### src/rtl/mem_access_unit.sv
// Data-memory access stage: issues one aligned request per load/store, waits for
// dmem_ready with a bounded timeout, and returns the lane-extracted load result.
module mem_access_unit #(
    parameter int unsigned TIMEOUT_CYCLES = 255
) (
    input  logic        clk,
    input  logic        reset,
    input  logic [31:0] m_alu_y,
    input  logic [31:0] m_wdata,
    input  logic        m_mem_read,
    input  logic        m_mem_write,
    input  logic [2:0]  m_funct3,
    output logic        dmem_req,
    output logic        dmem_we,
    output logic [31:0] dmem_addr,
    output logic [31:0] dmem_wdata,
    output logic [3:0]  dmem_be,
    input  logic [31:0] dmem_rdata,
    input  logic        dmem_ready,
    output logic [31:0] m_rdata,
    output logic        stall,
    output logic        misaligned,
    output logic        bus_error
);

    typedef enum logic [1:0] {
        StIdle,
        StBusy,
        StDone
    } state_e;

    // Counter value at which the final waiting BUSY cycle times out.
    localparam logic [7:0] CntLimit = 8'(TIMEOUT_CYCLES - 1);

    state_e      state_q, state_d;
    logic [7:0]  cnt_q, cnt_d;
    logic        req_q, req_d;
    logic        we_q, we_d;
    logic [31:0] addr_q, addr_d;
    logic [31:0] wdata_q, wdata_d;
    logic [3:0]  be_q, be_d;
    logic [31:0] rdata_q, rdata_d;
    logic        bus_error_q, bus_error_d;
    logic [1:0]  addr_lo_q, addr_lo_d;
    logic [2:0]  funct3_q, funct3_d;
    logic        write_q, write_d;

    logic        request;
    logic        access;
    logic        is_half;
    logic        is_word;
    logic        bad_funct3;
    logic [3:0]  lane_be;
    logic [31:0] lane_wdata;
    logic [7:0]  ld_byte;
    logic [15:0] ld_half;
    logic [31:0] ld_ext;

    // Request decode and alignment check
    always_comb begin
        request    = m_mem_read | m_mem_write;
        is_half    = (m_funct3[1:0] == 2'b01);
        is_word    = (m_funct3 == 3'b010);
        bad_funct3 = (m_funct3 == 3'b011) || (m_funct3 == 3'b110) || (m_funct3 == 3'b111);
        misaligned = request & ((is_half & m_alu_y[0]) |
                                (is_word & (m_alu_y[1:0] != 2'b00)) |
                                bad_funct3);
        access     = request & ~misaligned;
    end

    // Store lane placement; loads reuse the byte enables with zero write data
    always_comb begin
        lane_be    = 4'b1111;
        lane_wdata = m_wdata;
        case (m_funct3[1:0])
            2'b00: begin
                lane_be    = 4'b0001 << m_alu_y[1:0];
                lane_wdata = {4{m_wdata[7:0]}};
            end
            2'b01: begin
                lane_be    = 4'b0011 << {m_alu_y[1], 1'b0};
                lane_wdata = {2{m_wdata[15:0]}};
            end
            default: begin
                lane_be    = 4'b1111;
                lane_wdata = m_wdata;
            end
        endcase
        if (!m_mem_write) begin
            lane_wdata = 32'h0;
        end
    end

    // Load extraction uses the offset and size captured at issue time
    always_comb begin
        case (addr_lo_q)
            2'b00:   ld_byte = dmem_rdata[7:0];
            2'b01:   ld_byte = dmem_rdata[15:8];
            2'b10:   ld_byte = dmem_rdata[23:16];
            default: ld_byte = dmem_rdata[31:24];
        endcase
        ld_half = addr_lo_q[1] ? dmem_rdata[31:16] : dmem_rdata[15:0];
        case (funct3_q)
            3'b000:  ld_ext = {{24{ld_byte[7]}}, ld_byte};
            3'b100:  ld_ext = {24'h0, ld_byte};
            3'b001:  ld_ext = {{16{ld_half[15]}}, ld_half};
            3'b101:  ld_ext = {16'h0, ld_half};
            default: ld_ext = dmem_rdata;
        endcase
    end

    always_comb begin
        state_d     = state_q;
        cnt_d       = cnt_q;
        req_d       = req_q;
        we_d        = we_q;
        addr_d      = addr_q;
        wdata_d     = wdata_q;
        be_d        = be_q;
        rdata_d     = rdata_q;
        bus_error_d = 1'b0;
        addr_lo_d   = addr_lo_q;
        funct3_d    = funct3_q;
        write_d     = write_q;

        case (state_q)
            StIdle: begin
                if (access) begin
                    state_d   = StBusy;
                    cnt_d     = 8'h0;
                    req_d     = 1'b1;
                    we_d      = m_mem_write;
                    addr_d    = {m_alu_y[31:2], 2'b00};
                    wdata_d   = lane_wdata;
                    be_d      = lane_be;
                    addr_lo_d = m_alu_y[1:0];
                    funct3_d  = m_funct3;
                    write_d   = m_mem_write;
                end
            end
            StBusy: begin
                // A ready response takes priority over a coincident timeout
                if (dmem_ready) begin
                    state_d = StDone;
                    req_d   = 1'b0;
                    we_d    = 1'b0;
                    rdata_d = write_q ? 32'h0 : ld_ext;
                end else if (cnt_q == CntLimit) begin
                    state_d     = StDone;
                    req_d       = 1'b0;
                    we_d        = 1'b0;
                    rdata_d     = 32'h0;
                    bus_error_d = 1'b1;
                end else begin
                    cnt_d = cnt_q + 8'h1;
                end
            end
            StDone: begin
                state_d = StIdle;
            end
            default: begin
                state_d = StIdle;
            end
        endcase
    end

    always_ff @(posedge clk or negedge reset) begin
        if (!reset) begin
            state_q     <= StIdle;
            cnt_q       <= 8'h0;
            req_q       <= 1'b0;
            we_q        <= 1'b0;
            addr_q      <= 32'h0;
            wdata_q     <= 32'h0;
            be_q        <= 4'h0;
            rdata_q     <= 32'h0;
            bus_error_q <= 1'b0;
            addr_lo_q   <= 2'b00;
            funct3_q    <= 3'b000;
            write_q     <= 1'b0;
        end else begin
            state_q     <= state_d;
            cnt_q       <= cnt_d;
            req_q       <= req_d;
            we_q        <= we_d;
            addr_q      <= addr_d;
            wdata_q     <= wdata_d;
            be_q        <= be_d;
            rdata_q     <= rdata_d;
            bus_error_q <= bus_error_d;
            addr_lo_q   <= addr_lo_d;
            funct3_q    <= funct3_d;
            write_q     <= write_d;
        end
    end

    always_comb begin
        stall      = ((state_q == StIdle) & access) | (state_q == StBusy);
        dmem_req   = req_q;
        dmem_we    = we_q;
        dmem_addr  = addr_q;
        dmem_wdata = wdata_q;
        dmem_be    = be_q;
        m_rdata    = rdata_q;
        bus_error  = bus_error_q;
    end

endmodule

### config.mk
export PLATFORM = sky130hd
export DESIGN_NAME = mem_access_unit
export DESIGN_NICKNAME = d
export VERILOG_FILES = /design/src/rtl/mem_access_unit.sv
export SDC_FILE = /design/constraint.sdc
export NUM_CORES = 1
export LEC_CHECK = 0
export BUFFER_PORTS_ARGS = -buffer_cell sky130_fd_sc_hd__buf_2
export CAP_MARGIN = 20
export CELL_PAD_IN_SITES_DETAIL_PLACEMENT = 1
export CELL_PAD_IN_SITES_GLOBAL_PLACEMENT = 1
export CORE_MARGIN = 2
export CORE_UTILIZATION = 36
export CTS_CLUSTER_DIAMETER = 200
export CTS_CLUSTER_SIZE = 28
export DETAILED_ROUTE_END_ITERATION = 12
export HOLD_SLACK_MARGIN = 0.03
export PLACE_DENSITY_LB_ADDON = 0.08
export SYNTH_ARGS = -nofsm -noshare
export SYNTH_HDL_FRONTEND = slang
export SYNTH_SLANG_ARGS = --single-unit
### constraint.sdc
create_clock -name clk -period 2.25 [get_ports clk]
set_clock_uncertainty 0.2 [all_clocks]
set_input_delay 0.3375 -clock clk [delete_from_list [all_inputs] [get_ports clk]]
set_output_delay 0.3375 -clock clk [all_outputs]
set_load 0.05 [all_outputs]
-- Word level (Yosys, flattened, before mapping)
Index checks and enable logic that the tools add are counted.
- register bits: 117
- input port bits: 104
- output and inout bits: 105
- word-level logic and storage cells: 81
- add/sub/neg operators: 1
- equal/unequal tests: 16
- shift-type cells: 2
- muxes and demuxes: 26
- bitwise operators: 10
- reductions and logical operators: 14
- operators with widths (operator ; number):
    2-to-1 mux 32 bit ; 4
    one-hot mux 32 bit (4 select lines) ; 1
    one-hot mux 32 bit (2 select lines) ; 1
    2-to-1 mux 8 bit ; 3
    one-hot mux 8 bit (3 select lines) ; 1
    2-to-1 mux 16 bit ; 1
    one-hot mux 8 bit (2 select lines) ; 1
    == test 3 bit (second input constant) ; 4
    adder 8 x 1 -> 8 bit (second input constant) ; 1
    == test 8 bit (second input constant) ; 1
    one-hot mux 4 bit (2 select lines) ; 1
    2-to-1 mux 1 bit ; 7
    == test 2 x 1 -> 1 bit (second input constant) ; 3
    == test 3 x 2 -> 1 bit (second input constant) ; 2
    logical NOT 2 bit ; 3
    2-to-1 mux 2 bit ; 3
    != test 2 bit (second input constant) ; 3
    AND reduction 2 bit ; 3
    nonzero test 2 bit ; 3
    bitwise AND 1 bit ; 5
    OR 1 bit ; 4
    one-hot mux 1 bit (2 select lines) ; 2
    one-hot mux 2 bit (2 select lines) ; 1
    AND reduction 4 bit ; 1
    other kinds (9) ; 10

-- Logic depth before layout (Yosys ltp)
Gate-level depths: netlist of run 1.
- word-level depth: 9
- gate-level depth with buffers: 8
- depth with buffers taken out: 7

-- Least setup slack after synthesis of run 1
Ideal clock, no wire load.
- path kind: input to output
- from: input m_mem_write
- to: output misaligned
- data arrival time: 2.003 ns
- path slack: -0.290 ns
- stages: 4
- cell sequence: clkbuf_1 > buf_1 > nor2_1 > nor3_1
- cells in the longest elaborated chain, start to end: 2
- RTL lines (element ; line ; RTL):
    start: declaration ; 11 ; input logic m_mem_write,
    OR 1 bit ; 61 ; request = m_mem_read | m_mem_write;
    bitwise AND 1 bit ; 65 ; misaligned = request & ((is_half & m_alu_y[0]) |
    end: declaration ; 22 ; output logic misaligned,
No other way between the ends.

-- Final worst setup path of run 1
- from: register state_q[1]
- to: output stall
- cells in the longest elaborated chain, start to end: 3
- elaborated cells between the ends (all ways): 4
- classes of those cells: eq/ne (1); bitwise (2); reduce/logical (1)
- RTL lines (element ; line ; RTL):
    start: declaration ; 35 ; state_e state_q, state_d;
    start signal: assignment ; 169 ; state_q <= StIdle;
    start signal: assignment ; 182 ; state_q <= state_d;
    logical NOT 2 bit ; 198 ; stall = ((state_q == StIdle) & access) | (state_q == StBusy);
    bitwise AND 1 bit ; 198 ;
    OR 1 bit (*) ; 198 ;
    end: declaration ; 21 ; output logic stall,
Every way passes the cells marked *; elsewhere a longest branch is shown, timed or not.

==> results.sh, run 1 <==
export IMPL_status="finished, final reports clean"
export IMPL_r2r_end="m_rdata[25]$_DFFE_PN0P_"
export IMPL_rsz0062_at_grt="false"
export IMPL_async_flop_share_pct=100
export IMPL_drtIter0Drc=212
export IMPL_min_period_over_period_pct=94.8
export IMPL_start_util_pct=36.6
export IMPL_grt_first_pass_wirelength_um=30100
export IMPL_cp_end_kind="output port"
export IMPL_wl_um=18700
export IMPL_ys_types=48
export IMPL_cts_root_buf="clkbuf_16"
export IMPL_syn_area_per_cell_um2=9.39
export IMPL_ys_seq_area_share_pct=53.0
export IMPL_fmax_mhz=469
export IMPL_cts_tree="done"
export IMPL_r2r_start="state_q[1]$_DFFE_PN0P_"
export IMPL_tightest_slew_ps=754
export IMPL_clk_pin_slew_ps=60
export IMPL_yosysWarnings=0
export IMPL_num_nets_final=955
export IMPL_finalSetupViolCount=0
export IMPL_die_w_um=128
export IMPL_clock_latency_ps=410
export IMPL_grt_pass1_vias=5817
export IMPL_placedCellCount=962
export IMPL_fin_crit_ps=2130
export IMPL_holdWs_ps=35.0
export IMPL_reg2reg_depth=3
export IMPL_worstSetupPathType="reg -> out"
export IMPL_critPathRequiredTime_ps=1710
export IMPL_grt_overflow_total=0
export IMPL_synthCells=588
export IMPL_place_hpwl_um=12600
export IMPL_num_rows=45
export IMPL_cap_violations=0
export IMPL_ys_seq_elements=117
export IMPL_hold_viol=0
export IMPL_vias=5347
export IMPL_antenna_found_initial=1
export IMPL_setup_slack_ps=118
export IMPL_postCtsSetupBuffers=0
export IMPL_synth_ff_type="dfrtp_1"
export IMPL_drv_slew=0
export IMPL_grt_use_total_pct=23.6
export IMPL_gp_congestion=0.789
export IMPL_synth_edf_count=0
export IMPL_p_leak_nw=4.17
export IMPL_cts_buffer_depth=2
export IMPL_worstHoldStart="m_alu_y[0]"
export IMPL_core_area_um2=15100
export IMPL_place_worst_setup_slack_ps=-111
export IMPL_die_y_um=128
export IMPL_cts_buffers=17
export IMPL_hold_path_class="in -> reg"
export IMPL_numPortBuffers=206
export IMPL_start_kind="flip-flop"
export IMPL_nFillCells=1748
export IMPL_slew_headroom_pct=49.6
export IMPL_area_growth_syn_to_layout_pct=46.3
export IMPL_peakVddDrop_uv=760
export IMPL_finalNonFillerCells=1051
export IMPL_vias_per_cell=5.09
export IMPL_cellPowerDensity_nw_per_um2=1350
export IMPL_cp_arrival_ps=1590
export IMPL_dieArea_um2=16400
export IMPL_crit_fanout=4
export IMPL_drive_above_1_share_pct=33.2
export IMPL_grt_max_degree=78
export IMPL_syn_area_um2=5520
export IMPL_r2r_setup_slack_ps=130
export IMPL_wire_per_inst_um=17.8
export IMPL_worstHoldEndpoint="addr_lo_q[0]$_DFFE_PN0P_"
export IMPL_drcViolationCount=0
export IMPL_cts_sinks=117
export IMPL_whs_path_depth=3
export IMPL_first_pass_iters=4
export IMPL_htree_num_levels=4
export IMPL_antenna_left=0
export IMPL_ioPinCount=209
[routing by layer]
layer,up-vias,part of all wire (%),GRT usage (%)
li1,2544,-,-
met1,2602,41,27.4
met2,161,50,40.9
met3,40,6.4,7.30
met4,0,2.7,9.24
met5,-,0,0
[cells in the final DEF, fill, tap and decap left out, types with 4 or more instances in the layout]
master         instances
o21ai_1                4
a21oi_1               15
nand2b_1              10
mux2i_1               17
buf_2                204
buf_4                 22
o21ai_0               31
nor2_1                 6
a221o_1               16
bufinv_16              6
nand3_1               30
dfrtp_1              117
a32o_1                 8
mux2_2                16
inv_1                  7
o2bb2ai_1              7
dlygate4sd3_1         56
clkinvlp_4             4
nand2_1              200
clkbuf_16             17
or3_1                  9
buf_12                 4
nor3_1                 5
o22ai_1                9
[layout make-up]
class	instances	area, um2	area share [%]
tap	188	235	2.91
antenna	1	2.50	0.0310
inverter	7	26.3	0.325
sequential	117	2930	36.2
timing repair buffer	286	1830	22.6
multi-input combinational	420	2390	29.6
clock buffer	19	443	5.48
clock inverter	13	229	2.83
[sequential cells by signal (all words and copies together) (netlist names), 2 cells and up]
register / cells
dmem_addr: 30
dmem_be: 4
funct3_q: 3
state_q: 2
cnt_q: 8
m_rdata: 32
addr_lo_q: 2
dmem_wdata: 32
[cells by family (layout without fill, tap and decap cells)]
kind of cell    count (synthesis)  in the layout  synth area share, %
other cells                     1              3               0.0679
simple gates                  277            277                 21.7
flops                         117            117                 53.0
mux                            35             35                 7.23
xor+xnor                        1              1                0.159
compound gates                103            103                 13.0
buf+inv                        52            325                 4.44
fa+ha+maj                       2              2                0.453
[what timing repair did]
action,in CTS,in global routing
endpoints found under the setup margin,19,4
hold endpoints to repair,150,0
gates resized for setup,3,2
hold buffers,56,0
pin swaps,0,0
[metrics by stage]
step                      setup TNS [ps]  util, %  power, mW  area (um2)
after CTS                              0     53.5       11.0        8070
final                                  0     53.6       10.9        8080
after global placement                 0     45.2       7.67        6830
after detailed placement            -940     45.2       7.78        6830
after global routing                   0     53.6       11.4        8080
after floorplan                        0        -       6.45        5530
[critical path, cell delays in order (launching register included)]
cell     delay [ps]
dfrtp_1         430
nor2_4          180
o221a_2         260
or2_1           120
buf_4           190
[cells in the mapped netlist, types with 2 or more instances]
cell type	instances	area, um2
a32o_1	8	80.1
o2bb2ai_1	7	61.3
clkbuf_1	20	75.1
dfrtp_1	117	2930
nand4_1	2	12.5
nand3_1	30	150
mux2i_1	17	170
o31ai_1	2	15.0
nor3_1	6	30.0
mux2_2	16	180
inv_1	7	26.3
o21ai_1	6	30.0
a21o_1	2	15.0
or3_1	9	56.3
buf_4	4	30.0
o21ai_0	31	155
a21oi_1	15	75.1
nand2b_1	10	62.6
o22ai_1	9	56.3
buf_1	3	11.3
nor2_1	7	26.3
nand2_1	200	751
buf_2	16	80.1
a221o_1	16	160
ha_1	2	25.0
buf_6	2	22.5
nor2b_1	2	12.5
o21a_1	2	15.0
[worst max-delay path by stage]
stage | start | endpoint | slack (ps)
2_1_floorplan | m_funct3[0] | stall | 70
5_1_grt | state_q[1]$_DFFE_PN0P_ | stall | 50
4_1_cts | state_q[1]$_DFFE_PN0P_ | stall | 50
3_3_place_gp | cnt_q[0]$_DFFE_PN0P_ | m_rdata[1]$_DFFE_PN0P_ | 20
3_5_place_dp | cnt_q[0]$_DFFE_PN0P_ | m_rdata[1]$_DFFE_PN0P_ | -110
6_report | state_q[1]$_DFFE_PN0P_ | stall | 120
[power breakdown]
part           internal, mW  switching (mW)
registers              2.76           0.414
logic                  1.22            3.43
clock network          2.10           0.991
total                  6.08            4.83
Note: power is estimated with default switching activity, not from simulation.
==> inputs of run 2 (changes only) <==
--- a/config.mk
+++ b/config.mk
@@ -15,7 +15,7 @@
 export CTS_CLUSTER_SIZE = 28
 export DETAILED_ROUTE_END_ITERATION = 12
 export HOLD_SLACK_MARGIN = 0.03
-export PLACE_DENSITY_LB_ADDON = 0.08
+export PLACE_DENSITY_LB_ADDON = 0.1
 export SYNTH_ARGS = -nofsm -noshare
 export SYNTH_HDL_FRONTEND = slang
 export SYNTH_SLANG_ARGS = --single-unit
==> run 2 against run 1 <==
Power shrank 4.0%. Design area shrank 1.4%. Largest power group unchanged. Highest routed layer unchanged. Register-to-register slack gained 20 ps. Maximum frequency shrank 2.2%. Global-route usage shrank 0.11 points. First-iteration DRC count shrank 12%.
==> results.sh, run 2 (same netlist as run 1, synthesis figures left out) <==
export IMPL_finalNonFillerCells=1047
export IMPL_cts_tree="done"
export IMPL_seqCellArea_um2=2930
export IMPL_wire_per_inst_um=17.7
export IMPL_slew_headroom_pct=52.3
export IMPL_switching_power_mw=4.78
export IMPL_setup_slack_ps=69.9
export IMPL_place_area_um2=6830
export IMPL_fin_crit_ps=2180
export IMPL_die_y_um=128
export IMPL_htree_num_levels=4
export IMPL_critPathLaunch="state_q[0]$_DFFE_PN0P_"
export IMPL_drive_above_1_share_pct=32.9
export IMPL_p_leak_nw=4.12
export IMPL_switching_share_pct=45.6
export IMPL_gp_congestion=0.809
export IMPL_cts_buffers=17
export IMPL_vias_per_cell=5.15
export IMPL_intPower_mw=5.70
export IMPL_placedCellCount=961
export IMPL_nFillCells=1772
export IMPL_layout_common_cells="204 x buf_2, 200 x nand2_1, 117 x dfrtp_1"
export IMPL_num_nets_final=952
export IMPL_clock_latency_ps=410
export IMPL_cellPowerDensity_nw_per_um2=1320
export IMPL_cap_violations=0
export IMPL_cp_arrival_ps=1640
export IMPL_ioPinCount=209
export IMPL_power_frac_comb_pct=44.3
export IMPL_die_w_um=128
export IMPL_worstSetupPathType="reg -> out"
export IMPL_vias=5395
export IMPL_rsz0062_at_grt="false"
export IMPL_hold_path_class="in -> reg"
export IMPL_seqPwrFrac_pct=30.3
export IMPL_drtIter0Drc=186
export IMPL_antenna_found_initial=2
export IMPL_antenna_left=0
export IMPL_core_area_um2=15100
export IMPL_grt_first_pass_wirelength_um=30100
export IMPL_grt_overflow_total=0
export IMPL_wl_um=18600
export IMPL_grt_use_total_pct=23.5
export IMPL_critPathRequiredTime_ps=1710
export IMPL_final_common_cell="buf_2"
export IMPL_fmax_mhz=459
export IMPL_crit_fanout=4
export IMPL_hold_viol=0
export IMPL_place_hpwl_um=12500
export IMPL_clk_pin_slew_ps=60
export IMPL_holdWs_ps=37.4
export IMPL_numPortBuffers=206
export IMPL_first_pass_iters=6
export IMPL_multi_input_area_um2=2390
export IMPL_clkPwrFrac_pct=25.4
export IMPL_place_worst_setup_slack_ps=-128
export IMPL_num_rows=45
export IMPL_cts_root_buf="clkbuf_16"
export IMPL_tightest_slew_ps=713
export IMPL_peakVddDrop_uv=562
export IMPL_status="finished, final reports clean"
export IMPL_fin_area_um2=7970
export IMPL_start_util_pct=36.6
export IMPL_drcViolationCount=0
export IMPL_grt_max_degree=69
export IMPL_drv_slew=0
export IMPL_min_period_over_period_pct=96.9
export IMPL_area_growth_syn_to_layout_pct=44.3
export IMPL_finalSetupViolCount=0
export IMPL_r2r_start="state_q[1]$_DFFE_PN0P_"
export IMPL_cts_buffer_depth=2
export IMPL_cts_sinks=117
export IMPL_worstHoldStart="dmem_rdata[1]"
export IMPL_grt_pass1_vias=5949
export IMPL_dieArea_um2=16400
export IMPL_cp_end_kind="output port"
export IMPL_utilization_pct=52.8
export IMPL_start_kind="flip-flop"
## run 2: worst max-delay path, cell delays in order (launching register included)
cell and delay [ps]:
dfrtp_1 420, nor2b_1 430, or2_1 160, clkbuf_4 220
## run 2: what timing repair did
item                                    CTS  global route
endpoints found under the setup margin   11             2
hold buffers                             54             0
gates resized for setup                   2             3
setup buffers                             0             0
pin swaps                                 0             0
hold endpoints to repair                170             0
## run 2: power by group through the flow
stage                     Combinational, mW  Clock (mW)  Sequential [mW]
after floorplan                        1.21           0             5.24
after global placement                 4.49           0             3.16
after detailed placement               4.58           0             3.19
after CTS                              4.66        2.71             3.17
after global routing                   4.94        2.81             3.26
final                                  4.65        2.66             3.17
## run 2: layout make-up
cell class,instances,share of cell area (%)
antenna,1,0.0314
tap,188,2.95
clock buffer,20,5.48
clock inverter,11,1.70
multi-input combinational,420,30.0
inverter,7,0.330
timing repair buffer,283,22.7
sequential,117,36.7
## run 2: routing by layer
layer | track usage [%] | vias to the layer above | routed length, um
met5 | 0 | - | 0
li1 | - | 2535 | -
met4 | 8.79 | 0 | 410
met2 | 40.8 | 177 | 9270
met1 | 27.7 | 2652 | 7680
met3 | 6.80 | 31 | 1200
## run 2: final timing paths
check                                              to  slack (ps)  cells past startpoint
max                                             stall          70                      3
min                            m_rdata[1]$_DFFE_PN0P_          40                      3
max reg2reg                   m_rdata[27]$_DFFE_PN0P_         150                      3
min reg2reg                dmem_wdata[10]$_DFFE_PN0P_         260                      2
max in group asynchronous   dmem_addr[17]$_DFFE_PN0P_        1090                      3
min in group asynchronous         write_q$_DFFE_PN0P_         170                      2
## run 2: through the flow
| stage | power (mW) | setup TNS [ps] |
|---|---|---|
| finish | 10.5 | 0 |
| global route | 11.0 | 0 |
| CTS | 10.6 | 0 |
| detailed placement | 7.76 | -1030 |
| global placement | 7.65 | -220 |
| floorplan | 6.45 | 0 |
